[src/rtl/irq_req_latch.sv]
// Interrupt request front end: synchronises external request lines, latches
// rising edges as pending bits until acknowledged, and masks them toward the core.
module irq_req_latch #(
  parameter int               WIDTH       = 8,
  parameter int               SYNC_STAGES = 2,
  parameter bit               EDGE_MODE   = 1'b1,
  parameter logic [WIDTH-1:0] MASK_RESET  = 8'hFF
) (
  input  logic             ph1,
  input  logic             reset,
  input  logic [WIDTH-1:0] irq_in,
  input  logic             ack_valid,
  input  logic [2:0]       ack_idx,
  input  logic             mask_we,
  input  logic [WIDTH-1:0] mask_wdata,
  input  logic             ovf_clr,
  output logic [WIDTH-1:0] interrupts,
  output logic [WIDTH-1:0] pending,
  output logic             irq_any,
  output logic [2:0]       irq_idx,
  output logic [WIDTH-1:0] overflow,
  output logic [WIDTH-1:0] mask
);

  logic [WIDTH-1:0] sync_q [SYNC_STAGES];
  logic [WIDTH-1:0] hist_q;
  logic [WIDTH-1:0] pend_q, pend_d;
  logic [WIDTH-1:0] ovf_q, ovf_d;
  logic [WIDTH-1:0] mask_q, mask_d;
  logic [WIDTH-1:0] sync_s;
  logic [WIDTH-1:0] rise;
  logic [WIDTH-1:0] ack_hit;
  logic [WIDTH-1:0] ovf_set;

  assign sync_s = sync_q[SYNC_STAGES-1];
  assign rise   = sync_s & ~hist_q;

  always_ff @(posedge ph1 or negedge reset) begin
    if (!reset) begin
      for (int k = 0; k < SYNC_STAGES; k++) sync_q[k] <= '0;
    end else begin
      sync_q[0] <= irq_in;
      for (int k = 1; k < SYNC_STAGES; k++) sync_q[k] <= sync_q[k-1];
    end
  end

  always_comb begin
    ack_hit = '0;
    for (int i = 0; i < WIDTH; i++) begin
      ack_hit[i] = ack_valid && (int'(ack_idx) == i);
    end
  end

  // A new rising edge always wins over an ack of the same line.
  always_comb begin
    ovf_set = '0;
    if (EDGE_MODE) begin
      ovf_set = rise & pend_q & ~ack_hit;
      pend_d  = rise | (pend_q & ~ack_hit);
      ovf_d   = (ovf_q & ~{WIDTH{ovf_clr}}) | ovf_set;
    end else begin
      pend_d  = sync_s;
      ovf_d   = '0;
    end
    mask_d = mask_we ? mask_wdata : mask_q;
  end

  always_ff @(posedge ph1 or negedge reset) begin
    if (!reset) begin
      hist_q <= '0;
      pend_q <= '0;
      ovf_q  <= '0;
      mask_q <= MASK_RESET;
    end else begin
      hist_q <= sync_s;
      pend_q <= pend_d;
      ovf_q  <= ovf_d;
      mask_q <= mask_d;
    end
  end

  assign pending    = pend_q;
  assign overflow   = ovf_q;
  assign mask       = mask_q;
  assign interrupts = pend_q & mask_q;
  assign irq_any    = |interrupts;

  always_comb begin
    irq_idx = '0;
    for (int i = 0; i < WIDTH; i++) begin
      if (interrupts[i]) irq_idx = 3'(i);
    end
  end

endmodule
[config.mk]
export PLATFORM = sky130hd
export DESIGN_NAME = irq_req_latch
export DESIGN_NICKNAME = d
export VERILOG_FILES = /design/src/rtl/irq_req_latch.sv
export SDC_FILE = /design/constraint.sdc
export NUM_CORES = 1
export LEC_CHECK = 0
export BUFFER_PORTS_ARGS = -buffer_cell sky130_fd_sc_hd__buf_4
export CORE_MARGIN = 1.5
export CORE_UTILIZATION = 43
export DETAILED_ROUTE_END_ITERATION = 10
export PLACE_DENSITY = 0.8
export SETUP_SLACK_MARGIN = 0.1
export SLEW_MARGIN = 20
export SYNTH_ARGS = -nofsm -noshare
export SYNTH_HDL_FRONTEND = slang
export SYNTH_SLANG_ARGS = --single-unit
[constraint.sdc]
create_clock -name ph1 -period 1 [get_ports ph1]
set_input_delay 0.05 -clock ph1 [delete_from_list [all_inputs] [get_ports ph1]]
set_output_delay 0.05 -clock ph1 [all_outputs]
set_load 0.05 [all_outputs]
==> flow_summary.ini, run 1 <==
[outcome]
outcome = complete, but fails checks
violations = negative setup slack

[detailed_routing]
drc = 0
wirelength_um = 6814
firstDrtPassIters = 4
drt_iter0_drc = 135
drtAntennaViolNets = 0
detail_route.vias_per_cell = 5.279
num_vias = 1573
wl_per_cell_um = 22.87

[place]
port_buffers = 59
dp_hpwl_um = 2720
gp_congestion = 0.8264
pre_cts_slack_ns = -0.4359

[grt]
antenna_found_initial = 0
grt_max_degree = 49
grt_pass1_vias = 1585
grt.overflow.total = 0
grtUsageTotal_pct = 28.80
grt_pass1_wl_um = 8790

[clock_tree]
cts_tree = done
cts_max_path_buffers = 2
cts-root-buf = clkbuf_8
h-tree-depth = 2
clock_sinks = 48
numCtsBuffers = 5
worstSkewPairLatency_ns = 0.30
clk_pin_slew_worst_paths_ns = 0.10

[min_path]
whs_endpoint = overflow[6]
hold_path_class = input pin to register
hp-start = ovf_clr
hold_depth = 2

[finish]
layout-drive-gt1-share_pct = 67.20
nFillCells = 122
nets = 273
synthToLayoutAreaGrowth_pct = 102.0
n_antenna_cell = 0

[sta]
rsz0062_at_grt = yes
worst_slew_pin_slew_ns = 0.5623
fin_ws_ns = -0.7760
tns_ns = -8.606
hold_violations = 0
max_slew_margin_pct = 62.51
clock.fmax_ghz = 0.5631
setup_viol = 31
drv_slew = 0
final.min_clock_period_ns = 1.776
fin_crit_sh_pct = 177.6
skew_ns = 0.02004

[synthesis]
syn-num-nets = 147
synth_commonest_cells = 40 x dfrtp_1, 13 x inv_1, 13 x nand2_1
netlist.area_leader.share_pct = 60.20
synthTopCellsByArea = dfrtp_1 60%, dfstp_2 13%, mux2_2 5.4%
syn-cell-area_mm2 = 0.001663
syn-mean-instance-area_um2 = 13.52
synth.yosys.seq_area_share_pct = 72.84
yosysTopAreaCell = dfrtp_1
ys_ff_latch = 48
synth_edf_count = 0
ys_types = 20
syn_inst = 123
synth_most_common_cell = dfrtp_1
synthFlopType = dfrtp_1
yosysWarnings = 0
async_reset_ff_share_pct = 100.0

[floorplanning]
row_count = 22
fp.dieH_um = 65.19
die-width_um = 65.19
core_mm2 = 0.003689
initial_core_util_pct = 45.08
die-area_mm2 = 0.004249
io_pins = 60

[setup_path]
path_max_fanout = 2
required_ns = 0.95
ff2ff_setup_slack_ns = -0.16
timing.rr.end = overflow[2]
reg2reg_from = pending[2]
crit_arrival_ns = 1.73
rr_worst_depth = 5
cp-start-kind = register
crit_type = register to output port
critical_path.endpoint_type = output port

[power_and_ir_drop]
power_frac_comb_pct = 39.4
power_switching_mw = 1.970
seq_power_share_pct = 39.8
power.density_mw_per_mm2 = 1689
p_leak_nw = 1.528
p_int_mw = 3.705
clkPwrFrac_pct = 20.8
swShare_pct = 34.71
vdd_ir_drop_max_mv = 1.554

[run]
max-cap-violations = 0
layout by cell type, fill, tap and decap left out, types with 9 or more instances in the layout:
| cell | Yosys | routed |
|---|---|---|
| buf_4 | 0 | 37 |
| dfrtp_2 | 0 | 9 |
| dfrtp_1 | 40 | 31 |
| dlygate4sd3_1 | 0 | 17 |
| buf_6 | 0 | 40 |
| nand2_1 | 13 | 9 |
| nand2b_1 | 11 | 11 |
| buf_8 | 0 | 26 |
repair_timing:
action,in CTS,in global routing
endpoints found under the hold margin,55,1
cloned,0,0
pin swaps,18,10
buffers inserted,10,24
hold buffers,16,1
endpoints found under the setup margin,39,54
gates resized for setup,96,36
registers in the layout (all words and copies together) (netlist names):
| register | cells |
|---|---|
| hist_q | 8 |
| mask | 8 |
| overflow | 8 |
| pending | 8 |
| sync_q | 8 |
| sync_s | 8 |
critical path, cell delays in order (launching register included):
cell	delay, ns
dfrtp_2	0.44
nand2_4	0.08
clkinvlp_4	0.12
nor2_4	0.12
or4b_4	0.49
buf_8	0.17
area by class of cell:
class	count	area [um^2]	share of cell area, %
well taps	48	60.06	1.788
multi-input cells	60	610.6	18.18
repair buffers	121	1309	38.96
flip-flops and latches	48	1222	36.39
inverters	13	67.56	2.011
clock buffers	8	90.09	2.682
logic make-up (layout without fill, tap and decap cells):
| group | count (synthesis) | after routing | share of synthesized area, % |
|---|---|---|---|
| compound gates | 19 | 19 | 7.073 |
| buf+inv | 15 | 142 | 3.461 |
| flops | 48 | 48 | 72.84 |
| mux | 8 | 8 | 5.418 |
| simple gates | 33 | 33 | 11.21 |
worst max-delay path by stage:
stage,from,endpoint,slack [ns],depth (start not counted)
after global routing,pending[2],irq_any,-0.82,5
after global placement,pending[2],irq_any,-0.40,5
final,pending[2],irq_any,-0.78,5
after floorplan,pending[2],irq_any,-0.74,4
after detailed placement,pending[2],irq_any,-0.44,5
after CTS,pending[2],irq_any,-0.66,5
metal layers:
| layer | GRT usage, % | vias up | part of all wire, % |
|---|---|---|---|
| met5 | 0 | - | 0 |
| met4 | 7.031 | 0 | 1.8 |
| met3 | 8.733 | 18 | 8.0 |
| met1 | 37.33 | 797 | 43 |
| met2 | 47.70 | 104 | 47 |
| li1 | - | 654 | - |
power groups by stage:
| stage | registers [mW] | clock network [mW] | logic, mW |
|---|---|---|---|
| final | 2.26 | 1.18 | 2.23 |
| after global routing | 2.27 | 1.31 | 2.30 |
| after CTS | 2.22 | 1.16 | 1.96 |
| after detailed placement | 2.24 | 0 | 1.52 |
| after global placement | 2.23 | 0 | 1.49 |
| after floorplan | 2.59 | 0 | 0.567 |
stage by stage:
step                utilization (%)  power [mW]  hold slack [ns]  area, um^2  cells
detailed placement            67.54       3.758          0.07984        2491    254
floorplan                         -       3.160          -0.2456        1802    123
finish                        91.08       5.674          0.02134        3359    298
global route                  91.08       5.868         0.003661        3359    298
CTS                           85.58       5.336         0.005242        3157    286
global placement              67.54       3.723          0.07217        2491    254
Power figures use the tool's default switching activity.
==> run 2: changes to the inputs <==
--- a/config.mk
+++ b/config.mk
@@ -7,9 +7,9 @@
 export LEC_CHECK = 0
 export BUFFER_PORTS_ARGS = -buffer_cell sky130_fd_sc_hd__buf_4
 export CORE_MARGIN = 1.5
-export CORE_UTILIZATION = 43
+export CORE_UTILIZATION = 48
 export DETAILED_ROUTE_END_ITERATION = 10
-export PLACE_DENSITY = 0.8
+export PLACE_DENSITY = 0.84
 export SETUP_SLACK_MARGIN = 0.1
 export SLEW_MARGIN = 20
 export SYNTH_ARGS = -nofsm -noshare
==> constraint.sdc (replaced) <==
create_clock -name ph1 -period 1.9 [get_ports ph1]
set_input_delay 0.095 -clock ph1 [delete_from_list [all_inputs] [get_ports ph1]]
set_output_delay 0.095 -clock ph1 [all_outputs]
set_load 0.05 [all_outputs]
==> run 2 against run 1 <==
Compared with the run above:
- the run now ends clean
- clock power down 63%
- critical path depth unchanged
- hold slack better by 0.012 ns
- first-iteration DRC count decreased by 71%
- total power is 59% lower
==> flow_summary.ini, run 2 (synthesized netlist as in run 1, its figures left out) <==
[outcome]
outcome = finished clean

[clock_tree]
worstSkewPairLatency_ns = 0.35
clock_sinks = 48
cts-root-buf = clkbuf_4
cts_tree = done
cts_max_path_buffers = 2
clk_pin_slew_worst_paths_ns = 0.14
numCtsBuffers = 5
h-tree-depth = 2

[grt]
grtUsageTotal_pct = 21.10
grt_pass1_wl_um = 5692
grt.overflow.total = 0
grt_pass1_vias = 1273
grt_max_degree = 49
antenna_found_initial = 0

[setup_path]
crit_arrival_ns = 1.71
cp-start-kind = register
path_max_fanout = 2
critical_path.endpoint_type = output port
crit_type = register to output port
required_ns = 1.80

[sta]
tns_ns = 0
clock.fmax_ghz = 0.5527
skew_ns = 0.02024
setup_viol = 0
max_slew_margin_pct = 62.10
hold_violations = 0
worst_slew_pin_slew_ns = 0.5685
rsz0062_at_grt = yes
drv_slew = 0
fin_crit_sh_pct = 95.23
final.min_clock_period_ns = 1.809

[place]
gp_congestion = 0.7829
port_buffers = 59
dp_hpwl_um = 2573
dp.cells = 226

[detailed_routing]
wl_per_cell_um = 14.69
drt_iter0_drc = 39
detail_route.vias_per_cell = 4.832
firstDrtPassIters = 4
drc = 0
num_vias = 1237
wirelength_um = 3760
drtAntennaViolNets = 0

[floorplanning]
core_mm2 = 0.003337
die-area_mm2 = 0.003826
row_count = 21
die-width_um = 61.86
initial_core_util_pct = 49.83
fp.dieH_um = 61.86
io_pins = 60

[finish]
synthToLayoutAreaGrowth_pct = 50.04
n_antenna_cell = 0
final_cells = 256
final_common_cell = buf_4
most-common-layout-cells = 62 x buf_4, 38 x dfrtp_1, 18 x dlygate4sd3_1, 12 x inv_1
nets = 233
layout-drive-gt1-share_pct = 48.57

[power_and_ir_drop]
vdd_ir_drop_max_mv = 0.6265
p_leak_nw = 1.159
power.density_mw_per_mm2 = 932.0

[run]
max-cap-violations = 0

[min_path]
hold_path_class = input pin to register
[run 2: cell count changes in the layout (fill, tap and decap cells not counted), moves of 7 or more]
cell	previous run	this run
buf_4	37	62
buf_6	40	0
mux2_4	8	0
dfrtp_1	31	38
buf_8	26	1
mux2_2	0	8
dfrtp_2	9	2
[run 2: area by class of cell]
cell class / count / area, um^2
fillers: 207 / 842.1
clock inverters: 3 / 18.77
repair buffers: 81 / 660.6
well taps: 46 / 57.56
flip-flops and latches: 48 / 1214
clock buffers: 5 / 37.54
inverters: 13 / 48.80
multi-input cells: 60 / 457.9
[run 2: critical path: stages (launching register included)]
cell and delay, ns:
dfrtp_2 0.44, nand2_2 0.09, inv_2 0.05, nor2_4 0.14, or4b_4 0.48, buf_8 0.17
[run 2: power breakdown]
part | switching (mW) | internal [mW] | total, mW
sequential | 0.0502 | 1.11 | 1.16
combinational | 0.481 | 0.245 | 0.726
clock | 0.295 | 0.143 | 0.437
[run 2: path summary, 6_finish.rpt]
check	slack, ns	depth (start not counted)	startpoint	end
hold reg to reg	0.36	0	sync_q[10]	sync_s[2]
setup reg to reg	0.95	3	pending[7]	overflow[7]
max in group asynchronous	1.21	2	reset	pending[7]
hold / removal	0.03	3	ack_idx[2]	pending[2]
setup / recovery	0.09	5	pending[2]	irq_any
min in group asynchronous	0.28	2	reset	overflow[6]
[run 2: timing repair]
action	in CTS	in global routing
cloned	0	0
gates resized for setup	3	3
hold buffers	18	0
setup buffers	3	1
endpoints found under the setup margin	1	2
pin swaps	0	2
hold endpoints to repair	62	0
[run 2: per-layer routing]
metal / vias to the layer above / wire length [um] / global-route usage (%)
met3: 5 / 329 / 6.832
met2: 66 / 1972 / 38.05
met4: 0 / 36 / 6.991
li1: 582 / - / -
met1: 584 / 1422 / 23.54
met5: - / 0 / 0
[run 2: metrics by stage]
| step | power, mW | hold slack [ns] | instance area [um^2] | worst slack [ns] | utilization, % |
|---|---|---|---|---|---|
| global placement | 1.833 | 0.1171 | 2208 | 0.4722 | 66.18 |
| global route | 2.447 | 0.01924 | 2495 | 0.02164 | 74.77 |
| CTS | 2.332 | 0.01620 | 2481 | 0.1021 | 74.35 |
| detailed placement | 1.850 | 0.1246 | 2208 | 0.4379 | 66.18 |
| floorplan | 1.619 | -0.2006 | 1717 | 0.04486 | - |
| finish | 2.325 | 0.03318 | 2495 | 0.09065 | 74.77 |
